[src/rtl/shift_seq_ctrl_if.sv]
// Command channel of the shift sequencer: valid/ready handshake plus the
// command payload (operation, load data, repeat count, fill bit).
interface shift_seq_ctrl_if #(
  parameter int WIDTH = 4,
  parameter int CNT_W = 4
);
  logic             cmd_valid;
  logic             cmd_ready;
  logic [1:0]       cmd_op;
  logic [WIDTH-1:0] cmd_data;
  logic [CNT_W-1:0] cmd_count;
  logic             cmd_fill;

  modport master (
    output cmd_valid,
    output cmd_op,
    output cmd_data,
    output cmd_count,
    output cmd_fill,
    input  cmd_ready
  );

  modport slave (
    input  cmd_valid,
    input  cmd_op,
    input  cmd_data,
    input  cmd_count,
    input  cmd_fill,
    output cmd_ready
  );
endinterface

[src/rtl/shift_seq_ctrl.sv]
// shift_seq_ctrl: accepts one command at a time (LOAD, SHR, SHL, ROTR) and
// drives mode / parallel_in / serial inputs of a universal shift register
// cycle by cycle, pulsing done at completion.
// Optional feature macro: SHIFT_SEQ_ROTATE_EN. When defined, op 11 rotates
// right using q_fb[0]; otherwise op 11 completes at once like a zero count.
// Outputs are registered from the next state so they line up with the state
// register; serial_in_right is muxed straight from q_fb while rotating.
module shift_seq_ctrl #(
  parameter int WIDTH = 4,
  parameter int CNT_W = 4
) (
  input  logic             clk,
  input  logic             reset,
  shift_seq_ctrl_if.slave  cmd,
  input  logic [WIDTH-1:0] q_fb,
  output logic [1:0]       mode,
  output logic [WIDTH-1:0] parallel_in,
  output logic             serial_in_left,
  output logic             serial_in_right,
  output logic             busy,
  output logic             done
);

  localparam logic [1:0] ST_IDLE  = 2'd0;
  localparam logic [1:0] ST_LOAD  = 2'd1;
  localparam logic [1:0] ST_SHIFT = 2'd2;
  localparam logic [1:0] ST_DONE  = 2'd3;

  localparam logic [1:0] OP_LOAD = 2'b00;
  localparam logic [1:0] OP_SHR  = 2'b01;
  localparam logic [1:0] OP_SHL  = 2'b10;
  localparam logic [1:0] OP_ROTR = 2'b11;

  localparam logic [1:0] MODE_HOLD  = 2'b00;
  localparam logic [1:0] MODE_RIGHT = 2'b01;
  localparam logic [1:0] MODE_LEFT  = 2'b10;
  localparam logic [1:0] MODE_LOAD  = 2'b11;

  localparam logic [CNT_W-1:0] CNT_ZERO = {CNT_W{1'b0}};
  localparam logic [CNT_W-1:0] CNT_ONE  = {{(CNT_W-1){1'b0}}, 1'b1};

`ifdef SHIFT_SEQ_ROTATE_EN
  localparam logic ROT_EN = 1'b1;
`else
  localparam logic ROT_EN = 1'b0;
`endif

  logic [1:0]       state_r, state_next_s;
  logic [1:0]       op_r, op_next_s;
  logic [WIDTH-1:0] data_r, data_next_s;
  logic             fill_r, fill_next_s;
  logic [CNT_W-1:0] rem_r, rem_next_s;

  logic [1:0]       mode_r, mode_next_s;
  logic [WIDTH-1:0] pin_r, pin_next_s;
  logic             sil_r, sil_next_s;
  logic             sir_r, sir_next_s;
  logic             rot_r, rot_next_s;
  logic             busy_r, done_r;

  logic             accept_s;
  logic             zero_cnt_s;
  logic             unused_q_s;

  // Ready only in IDLE and never while reset is held low.
  assign cmd.cmd_ready = (state_r == ST_IDLE) && reset;
  assign accept_s      = cmd.cmd_valid && cmd.cmd_ready;
  // A shift with no steps, or a rotate when rotation is compiled out, goes straight to DONE.
  assign zero_cnt_s    = (cmd.cmd_count == CNT_ZERO) || ((cmd.cmd_op == OP_ROTR) && !ROT_EN);

  // Next state and command latch; remaining counts down once per shift cycle.
  always_comb begin
    state_next_s = state_r;
    op_next_s    = op_r;
    data_next_s  = data_r;
    fill_next_s  = fill_r;
    rem_next_s   = rem_r;
    case (state_r)
      ST_IDLE: begin
        if (accept_s) begin
          op_next_s   = cmd.cmd_op;
          data_next_s = cmd.cmd_data;
          fill_next_s = cmd.cmd_fill;
          rem_next_s  = cmd.cmd_count;
          if (cmd.cmd_op == OP_LOAD) begin
            state_next_s = ST_LOAD;
          end else if (zero_cnt_s) begin
            state_next_s = ST_DONE;
          end else begin
            state_next_s = ST_SHIFT;
          end
        end else begin
          state_next_s = ST_IDLE;
        end
      end
      ST_LOAD: begin
        state_next_s = ST_DONE;
      end
      ST_SHIFT: begin
        rem_next_s = rem_r - CNT_ONE;
        if (rem_r == CNT_ONE) begin
          state_next_s = ST_DONE;
        end else begin
          state_next_s = ST_SHIFT;
        end
      end
      ST_DONE: begin
        state_next_s = ST_IDLE;
      end
      default: begin
        state_next_s = ST_IDLE;
      end
    endcase
  end

  // Output decode of the upcoming state so the registered outputs match it.
  always_comb begin
    mode_next_s = MODE_HOLD;
    pin_next_s  = {WIDTH{1'b0}};
    sil_next_s  = 1'b0;
    sir_next_s  = 1'b0;
    rot_next_s  = 1'b0;
    case (state_next_s)
      ST_LOAD: begin
        mode_next_s = MODE_LOAD;
        pin_next_s  = data_next_s;
      end
      ST_SHIFT: begin
        case (op_next_s)
          OP_SHR: begin
            mode_next_s = MODE_RIGHT;
            sir_next_s  = fill_next_s;
          end
          OP_SHL: begin
            mode_next_s = MODE_LEFT;
            sil_next_s  = fill_next_s;
          end
          OP_ROTR: begin
            mode_next_s = MODE_RIGHT;
            rot_next_s  = 1'b1;
          end
          default: begin
            mode_next_s = MODE_HOLD;
          end
        endcase
      end
      default: begin
        mode_next_s = MODE_HOLD;
      end
    endcase
  end

  // State, latched command and output registers with synchronous active-low reset.
  always_ff @(posedge clk) begin
    if (!reset) begin
      state_r <= ST_IDLE;
      op_r    <= 2'b00;
      data_r  <= {WIDTH{1'b0}};
      fill_r  <= 1'b0;
      rem_r   <= CNT_ZERO;
      mode_r  <= MODE_HOLD;
      pin_r   <= {WIDTH{1'b0}};
      sil_r   <= 1'b0;
      sir_r   <= 1'b0;
      rot_r   <= 1'b0;
      busy_r  <= 1'b0;
      done_r  <= 1'b0;
    end else begin
      state_r <= state_next_s;
      op_r    <= op_next_s;
      data_r  <= data_next_s;
      fill_r  <= fill_next_s;
      rem_r   <= rem_next_s;
      mode_r  <= mode_next_s;
      pin_r   <= pin_next_s;
      sil_r   <= sil_next_s;
      sir_r   <= sir_next_s;
      rot_r   <= rot_next_s;
      busy_r  <= (state_next_s != ST_IDLE);
      done_r  <= (state_next_s == ST_DONE);
    end
  end

  assign mode           = mode_r;
  assign parallel_in    = pin_r;
  assign serial_in_left = sil_r;
  assign busy           = busy_r;
  assign done           = done_r;

`ifdef SHIFT_SEQ_ROTATE_EN
  // While rotating, the bit leaving at q[0] re-enters at the MSB.
  assign serial_in_right = rot_r ? q_fb[0] : sir_r;
  assign unused_q_s      = ^q_fb[WIDTH-1:1];
`else
  assign serial_in_right = sir_r;
  assign unused_q_s      = ^{q_fb, rot_r};
`endif

endmodule

[src/flat_wrapper.sv]
// flat-port wrapper written by rule: the top's interface ports become plain ports
module shift_seq_ctrl_flat 
#(
  parameter int WIDTH = 4,
  parameter int CNT_W = 4
)
  (clk, reset, q_fb, mode, parallel_in, serial_in_left, serial_in_right, busy, done, cmd_cmd_valid, cmd_cmd_op, cmd_cmd_data, cmd_cmd_count, cmd_cmd_fill, cmd_cmd_ready);
  shift_seq_ctrl_if #(.WIDTH(WIDTH), .CNT_W(CNT_W)) cmd_i ();
  input  logic clk;
  input  logic reset;
  input  logic [WIDTH-1:0] q_fb;
  output logic [1:0] mode;
  output logic [WIDTH-1:0] parallel_in;
  output logic serial_in_left;
  output logic serial_in_right;
  output logic busy;
  output logic done;
  input wire logic [$bits(cmd_i.cmd_valid)-1:0] cmd_cmd_valid;
  input wire logic [$bits(cmd_i.cmd_op)-1:0] cmd_cmd_op;
  input wire logic [$bits(cmd_i.cmd_data)-1:0] cmd_cmd_data;
  input wire logic [$bits(cmd_i.cmd_count)-1:0] cmd_cmd_count;
  input wire logic [$bits(cmd_i.cmd_fill)-1:0] cmd_cmd_fill;
  output wire logic [$bits(cmd_i.cmd_ready)-1:0] cmd_cmd_ready;
  assign cmd_i.cmd_valid = cmd_cmd_valid;
  assign cmd_i.cmd_op = cmd_cmd_op;
  assign cmd_i.cmd_data = cmd_cmd_data;
  assign cmd_i.cmd_count = cmd_cmd_count;
  assign cmd_i.cmd_fill = cmd_cmd_fill;
  assign cmd_cmd_ready = cmd_i.cmd_ready;
  shift_seq_ctrl #(.WIDTH(WIDTH), .CNT_W(CNT_W)) u_core (.clk(clk), .reset(reset), .cmd(cmd_i), .q_fb(q_fb), .mode(mode), .parallel_in(parallel_in), .serial_in_left(serial_in_left), .serial_in_right(serial_in_right), .busy(busy), .done(done));
endmodule
[config.mk]
export PLATFORM = sky130hd
export DESIGN_NAME = shift_seq_ctrl_flat
export DESIGN_NICKNAME = d
export VERILOG_FILES = /design/src/rtl/shift_seq_ctrl_if.sv /design/src/rtl/shift_seq_ctrl.sv /design/src/flat_wrapper.sv
export SDC_FILE = /design/constraint.sdc
export NUM_CORES = 1
export LEC_CHECK = 0
export ABC_AREA = 1
export CAP_MARGIN = 40
export CELL_PAD_IN_SITES_DETAIL_PLACEMENT = 0
export CELL_PAD_IN_SITES_GLOBAL_PLACEMENT = 1
export CORE_MARGIN = 4
export CORE_UTILIZATION = 39
export DETAILED_ROUTE_END_ITERATION = 8
export DONT_BUFFER_PORTS = 1
export PLACE_DENSITY = 0.79
export SETUP_SLACK_MARGIN = 0.05
export SLEW_MARGIN = 20
export SYNTH_ARGS = -nofsm -noshare
export SYNTH_HDL_FRONTEND = slang
export SYNTH_SLANG_ARGS = --single-unit
[constraint.sdc]
create_clock -name clk -period 3.4 [get_ports clk]
set_clock_uncertainty 0.05 [all_clocks]
set_input_delay 0.51 -clock clk [delete_from_list [all_inputs] [get_ports clk]]
set_output_delay 0.51 -clock clk [all_outputs]
set_load 0.03 [all_outputs]
* Word-level counts from Yosys, hierarchy flattened *
Cells that the tools add are included.

cells by class
  add/sub/neg operators = 1
  equality and inequality tests = 12
  mux-type cells = 15
  reductions and logical operators = 13

operators with widths
  kind                                                   count
  == test 2 bit, second input constant                   7
  two-way mux 4 bit                                      3
  two-way mux 2 bit                                      4
  one-hot mux 2 bit (2 select lines)                     2
  one-hot mux 2 bit (4 select lines)                     1
  one-hot mux 4 bit (2 select lines)                     1
  == test 2 x 1 -> 1 bit, second input constant          3
  AND reduction 3 bit                                    2
  == test 4 x 1 -> 1 bit, second input constant          1
  logical NOT 2 bit                                      2
  logical NOT 4 bit                                      1
  two-way mux 1 bit                                      4
  AND reduction 2 bit                                    2
  nonzero test 2 bit                                     2
  subtractor 4 x 1 -> 4 bit, second input constant       1
  logical AND 1 bit                                      2
  inequality test 2 x 1 -> 1 bit, second input constant  1
  OR reduction 2 bit                                     1
  logical OR 1 bit                                       1

word-level totals
  bits in registers = 23
  input bits = 18
  output and inout port bits = 11
  logic and storage cells = 52

* Logic depth before layout (Yosys ltp) *
Gate-level depths: netlist (run 1).

  depth in word-level cells = 9
  gate-level depth with buffers = 10
  depth with buffers taken out = 10

* Least setup slack after synthesis (run 1) *
OpenSTA, ideal clock, no wires.

  path kind = register -> register
  start = register u_core.state_r[0]
  end = register u_core.mode_r[0] (netlist: u_core.mode[0])
  library setup time = 0.070 ns
  arrival = 1.826 ns
  required time = 3.280 ns
  setup slack = 1.454 ns
  cell stages (with the launch flop) = 11
  path buffers = 0
  clock period less this slack = 1.946 ns
  path through = dfxtp_1 inv_1 ha_1 nand3_4 nor2_4 nand2_1 nand2_1 inv_1 ha_1 or2_2 a21oi_1

on the way
  elaborated cells on any way between the ends = 18
  classes of those cells = eq/ne (8); mux (6); reduce/logical (4)

RTL lines
  element                                                  RTL line                                    source
  from (decl)                                              shift_seq_ctrl.sv:48                        logic [1:0] state_r, state_next_s;
  from (signal assigned)                                   shift_seq_ctrl.sv:169                       state_r <= state_next_s;
  logical NOT 2 bit                                        shift_seq_ctrl.sv:66, shift_seq_ctrl.sv:78
  logical AND 1 bit                                        shift_seq_ctrl.sv:66                        assign cmd.cmd_ready = (state_r == ST_IDLE) && reset;
  logical AND 1 bit                                        shift_seq_ctrl.sv:67                        assign accept_s = cmd.cmd_valid && cmd.cmd_ready;
  two-way mux 2 bit                                        shift_seq_ctrl.sv:80                        if (accept_s) begin
  one-hot mux 2 bit (4 select lines) *                     shift_seq_ctrl.sv:78                        case (state_r)
  net u_core.state_next_s[0]                               shift_seq_ctrl.sv:48
  == test 2 bit or == test 2 x 1 -> 1 bit (tied branches)  shift_seq_ctrl.sv:123                       case (state_next_s)
  one-hot mux 2 bit (2 select lines) *                     shift_seq_ctrl.sv:123
  to (signal assigned)                                     shift_seq_ctrl.sv:174                       mode_r <= mode_next_s;
  to (decl)                                                shift_seq_ctrl.sv:54                        logic [1:0] mode_r, mode_next_s;

Mark *: on every way through the listed nets, which the timed path passes. The rest lies on a longest branch.
A chain may end at the register's enable or synchronous reset.

* Final worst setup path (run 1) *
  start = register u_core.state_r[1]
  end = register u_core.mode_r[1] (netlist: u_core.mode[1])

Same word-level chain as after synthesis.

==> results.txt, run 1 <==
Syn Area/Cell: 7.91 µm²
Synth Instances: 134
Clock input transition at the sequential cells of the worst setup and hold paths: 0.13 ns
GR Util All Layers: 12.7%
Clock sink total: 23
Reg2Reg Setup Slack: 1.19 ns
Post-Route Setup TNS: 0 ns
Setup repair after global routing missed its margin: no
Setup Fix Bufs, Post-CTS: 0
Cell internal pwr: 350 µW
CTS tree: built
Die width: 60.1 µm
Fraction of the yosys area taken by sequential cells: 43.4%
Crit path required time: 3.60 ns
Worst R2R Start: u_core.state_r[1]$_SDFF_PN0_
Critical path class: reg2reg
Comb pwr share: 13.8%
Global-route wire length before repair: 3450 µm
Antenna Nets Post-Route: 0
Max-cap violation count: 0
GPL Wtd Cong: 0.782
Cts hold-fix bufs: 0
Max Slew Vio Count: 0
Inst Count DP: 163
Final Hold Fails: 0
Sequential share of power: 59.8%
Final WL: 2030 µm
Leakage: 0.000525 µW
Start point of the worst min-delay path: reset
Hold path depth: 2
Worst-skew pair later-pin latency: 0.31 ns
Vias per std cell: 4.86
Die area: 0.00362 mm²
DRT Pass-1 Iters: 4
Core area: 0.00254 mm²
Sw Pwr: 137 µW
Boundary pin count: 29
Layout area overhead: 5.67%
NumNets Final: 166
# diodes: 0
PwrDens: 435 mW/mm²
WHS Endpoint: u_core.done$_SDFF_PN0_
Setup crit start kind: register
Final critical-path required period: 2.21 ns
CTS root buffer: clkbuf_4
CP Capture Type: register
Synth Net Count: 162
Reg2reg path depth: 10
Tcrit/Tclk final: 65.0%
Grt ovf: 0
Die H: 60.1 µm
Max_slew headroom: 79.1%
Worst hold path class: in2reg
TritonCTS buffer count: 3
VDD IR-drop max: 0.000380 V
Fin Hold WS: 0.241 ns
Crit-path max FO: 10
Worst reg2reg path endpoint: u_core.mode[1]$_SDFF_PN0_
H-tree depth: 1
Clk buf depth: 2
Least-Margin Pin Slew: 0.314 ns
WL/cell: 12.1 µm
Count of state elements after synthesis: 23
Hpwl dp: 1610 µm
Via Count: 811
Initial Util: 41.6%
Clk pwr share: 26.4%
I/O Buffers: 0
Drc violations: 0
Antenna violations before repair: 0
Final setup violation count: 0
Status: finished clean
Row cnt: 18
Pin count of the biggest net entering global routing: 15
Arr. time, crit path: 2.41 ns
Yosys cell types: 18
Post-route insts no fill: 167
Switch share: 28.1%
Peak Freq: 453 MHz
Post-CTS Resized: 0
Vias in the first global route: 792
DR iter-0 viols: 27
Area of the mapped netlist: 0.00106 mm²
Ys Warns: 0
Share of cells above drive strength 1: 7.30%
worst max-delay path by stage:
stage	from	endpoint	slack, ns
2_1_floorplan	u_core.state_r[0]$_SDFF_PN0_	u_core.mode[0]$_SDFF_PN0_	1.45
3_3_place_gp	u_core.state_r[0]$_SDFF_PN0_	u_core.mode[0]$_SDFF_PN0_	1.27
3_5_place_dp	u_core.state_r[1]$_SDFF_PN0_	u_core.mode[0]$_SDFF_PN0_	1.19
4_1_cts	u_core.state_r[1]$_SDFF_PN0_	u_core.mode[0]$_SDFF_PN0_	1.15
5_1_grt	u_core.state_r[1]$_SDFF_PN0_	u_core.mode[1]$_SDFF_PN0_	0.93
6_report	u_core.state_r[1]$_SDFF_PN0_	u_core.mode[1]$_SDFF_PN0_	1.19
worst max-delay path, cell delays in order, from the launching register on:
cell and delay (ns):
dfxtp_1 0.33, inv_1 0.10, ha_1 0.32, nand3_4 0.23
nor2_4 0.14, nand2_1 0.07, nand2_1 0.13, inv_1 0.08
ha_1 0.28, or2_2 0.30, a21oi_1 0.11
flip-flops by register name (all words and copies together), names as in the netlist:
signal	flops
u_core.data_r	4
u_core.parallel_in	4
u_core.rem_r	4
u_core.mode	2
u_core.op_r	2
u_core.state_r	2
u_core.busy	1
u_core.done	1
u_core.fill_r	1
u_core.serial_in_left	1
u_core.serial_in_right	1
cells by family (layout without fill, tap and decap cells):
logic type      Yosys count  in the layout  synth area share (%)
compound gates           14             14                  7.32
xor+xnor                  1              1                 0.827
fa+ha+maj                10             10                  11.8
buf+inv                  23             26                  8.50
flops                    23             23                  43.4
mux                       3              3                  2.83
simple gates             60             60                  25.3
Yosys cell counts:
cell     count  share of area [%]
nand3_1     10                4.7
o21ai_2      2                1.7
mux2i_1      3                2.8
nand2_1     24                8.5
dfxtp_1     23                 43
inv_2        1               0.35
or2_2        1               0.59
xor2_1       1               0.83
nor2_1      20                7.1
a21oi_1      5                2.4
ha_1        10                 12
nor2_4       1                1.1
nor3_1       1               0.47
inv_1       21                7.4
nand3_4      1                1.7
nand4_1      2                1.2
buf_4        1               0.71
o21ai_0      7                3.3
per-layer routing:
layer / wire length [µm] / global-route usage [%] / up-vias
li1: - / - / 427
met3: 172 / 6.48 / 2
met1: 893 / 14.4 / 359
met2: 948 / 21.3 / 23
met4: 11 / 2.85 / 0
met5: 0 / 0 / -
cell usage in the layout, fill, tap and decap left out, drive strengths merged:
cell type	instances
xor2	1
nor2	21
nand2	24
inv	22
nand4	2
clkinvlp	1
clkbuf	3
nand3	11
mux2i	3
or2	1
dfxtp	23
a21oi	5
o21ai	9
nor3	1
ha	10
per-stage QoR:
stage               setup slack [ns]  power [µW]  utilization, %  instance area (µm²)
floorplan                       1.45         354               -                 1060
global route                   0.932         519            44.0                 1120
finish                          1.19         488            44.0                 1120
detailed placement              1.19         365            42.8                 1090
CTS                             1.15         495            44.0                 1120
global placement                1.27         363            42.8                 1090
layout make-up:
| type | count | area [µm²] |
|---|---|---|
| Clock buffer | 3 | 22.5 |
| Clock inverter | 1 | 7.51 |
| Fill cell | 263 | 1430 |
| Inverter | 22 | 82.6 |
| Multi-Input combinational cell | 88 | 509 |
| Sequential cell | 23 | 460 |
| Tap cell | 30 | 37.5 |
power groups by stage:
stage	clock [µW]	combinational [µW]	sequential (µW)
2_1_floorplan	0	57.5	296
6_report	129	67.2	291
3_5_place_dp	0	67.5	298
5_1_grt	147	79.1	293
4_1_cts	135	68.2	292
3_3_place_gp	0	65.6	297
(Power assumes the default switching activity.)
==> run 2, diff against run 1 <==
==> constraint.sdc (replaced) <==
create_clock -name clk -period 2.11 [get_ports clk]
set_clock_uncertainty 0.05 [all_clocks]
set_input_delay 0.3165 -clock clk [delete_from_list [all_inputs] [get_ports clk]]
set_output_delay 0.3165 -clock clk [all_outputs]
set_load 0.03 [all_outputs]
==> results.txt, run 2 (synthesized netlist as in run 1, its figures left out) <==
Drc violations: 0 (unchanged)
NumNets Final: 170 (+2.4%)
Crit path required time: 2.32 ns (-1.28 ns)
Setup repair after global routing missed its margin: no
Area of placed instances: 0.00112 mm² (+2.8%)
Max-cap violation count: 0 (unchanged)
Tcrit/Tclk final: 89.2% (+24 points)
Least-Margin Pin Slew: 0.331 ns (+0.0172 ns)
Clk buf depth: 2 (unchanged)
Critical path class: reg2reg
Global-route wire length before repair: 3640 µm (+5.6%)
Antenna violations before repair: 0 (unchanged)
Initial Util: 41.6% (unchanged)
DR iter-0 viols: 19 (-30%)
PwrDens: 690 mW/mm² (+58%)
Total Power: 796 µW (+63%)
Vias per std cell: 4.71 (-2.9%)
Crit-path max FO: 3 (-7)
Pre-CTS setup slack: 0.194 ns (-0.996 ns)
Commonest cells after routing, fill and taps aside: nand2_1, dfxtp_1, inv_1
Hpwl dp: 1660 µm (+3.3%)
I/O Buffers: 0 (unchanged)
Share of cells above drive strength 1: 11.3% (+4.0 points)
Core area: 0.00254 mm² (unchanged)
Final WL: 2150 µm (+6.2%)
Peak Freq: 531 MHz (+17%)
Final critical-path required period: 1.88 ns (-0.328 ns)
GPL Wtd Cong: 0.771 (-1.4%)
Cts hold-fix bufs: 0 (unchanged)
Antenna Nets Post-Route: 0 (unchanged)
Final Worst Setup Slack: 0.228 ns (-0.962 ns)
Die area: 0.00362 mm² (unchanged)
Boundary pin count: 29 (unchanged)
Via Count: 806 (-0.62%)
Status: finished clean
Max Slew Vio Count: 0 (unchanged)
Grt ovf: 0 (unchanged)
VDD IR-drop max: 0.000450 V (+18%)
Leakage: 0.000548 µW (+4.3%)
CTS root buffer: clkbuf_4
Post-Route Setup TNS: 0 ns (unchanged)
Worst hold path class: in2reg
WL/cell: 12.6 µm (+3.7%)
Clock sink total: 23 (unchanged)
# diodes: 0 (unchanged)
Row cnt: 18 (unchanged)
Die width: 60.1 µm (unchanged)
DRT Pass-1 Iters: 4 (unchanged)
Layout fillers: 266 (+1.1%)
Setup crit start kind: register
Max_slew headroom: 77.9% (-1.1 points)
H-tree depth: 1 (unchanged)
Fin area: 0.00115 mm² (+3.0%)
Final setup violation count: 0 (unchanged)
CP Capture Type: register
Arr. time, crit path: 2.09 ns (-0.32 ns)
Vias in the first global route: 818 (+3.3%)
CTS tree: built
Die H: 60.1 µm (unchanged)
Fin Hold WS: 0.0406 ns (-0.200 ns)
Clock input transition at the sequential cells of the worst setup and hold paths: 0.13 ns (about the same)
TritonCTS buffer count: 3 (unchanged)
Worst-skew pair later-pin latency: 0.31 ns (about the same)
Layout area overhead: 8.86%
GR Util All Layers: 13.6% (+0.90 points)
Most common cell after layout, fill and taps aside: nand2_1
Pin count of the biggest net entering global routing: 14 (-1)
Final Hold Fails: 0 (unchanged)
run 2: where the power goes:
| group | switching (µW) | total [µW] | internal, µW | leakage, µW |
|---|---|---|---|---|
| clock network | 137 | 208 | 70.9 | 0.0000177 |
| logic | 72.9 | 118 | 45.2 | 0.000343 |
| registers | 16.4 | 470 | 454 | 0.000187 |
| total | 226 | 796 | 570 | 0.000548 |
run 2: worst paths after layout:
kind | from | cells after the start | slack [ns] | endpoint
worst max register to register | u_core.state_r[1]$_SDFF_PN0_ | 10 | 0.23 | u_core.mode[0]$_SDFF_PN0_
worst min-delay path | reset | 2 | 0.04 | u_core.done$_SDFF_PN0_
worst max-delay path | u_core.state_r[1]$_SDFF_PN0_ | 10 | 0.23 | u_core.mode[0]$_SDFF_PN0_
worst min register to register | u_core.op_r[1]$_SDFF_PN0_ | 2 | 0.44 | u_core.op_r[1]$_SDFF_PN0_
run 2: what timing repair did:
action | in CTS | in global routing
resized for setup | 0 | 3
buffers inserted | 0 | 0
setup endpoints to repair | 0 | 2
run 2: through the flow:
stage,utilization [%],std cells
after global placement,44.0,167
after floorplan,-,134
after CTS,45.1,171
final,45.3,171
after detailed placement,44.0,167
after global routing,45.3,171
run 2: routing by layer:
layer,track usage [%],vias to the layer above,share of wire (%)
met5,0,-,0
met4,4.75,0,0.98
met3,4.97,4,7.4
met2,22.1,22,48
met1,16.5,347,44
li1,-,433,-
run 2: worst max-delay path: stages (launching register included):
cell,delay (ns)
dfxtp_1,0.34
inv_1,0.11
ha_2,0.23
nand3_4,0.08
nor2_4,0.09
nand2_1,0.07
nand2_1,0.09
inv_1,0.06
ha_1,0.28
or2_2,0.30
a21oi_1,0.11
run 2: cell type report:
cell class                      count  area, µm²  area share (%)
Multi-Input combinational cell     88        515            44.7
Sequential cell                    23        460            39.9
Timing Repair Buffer                4       30.0            2.60
Clock inverter                      1       5.00           0.434
Tap cell                           30       37.5            3.25
Inverter                           22       82.6            7.16
Clock buffer                        3       22.5            1.95
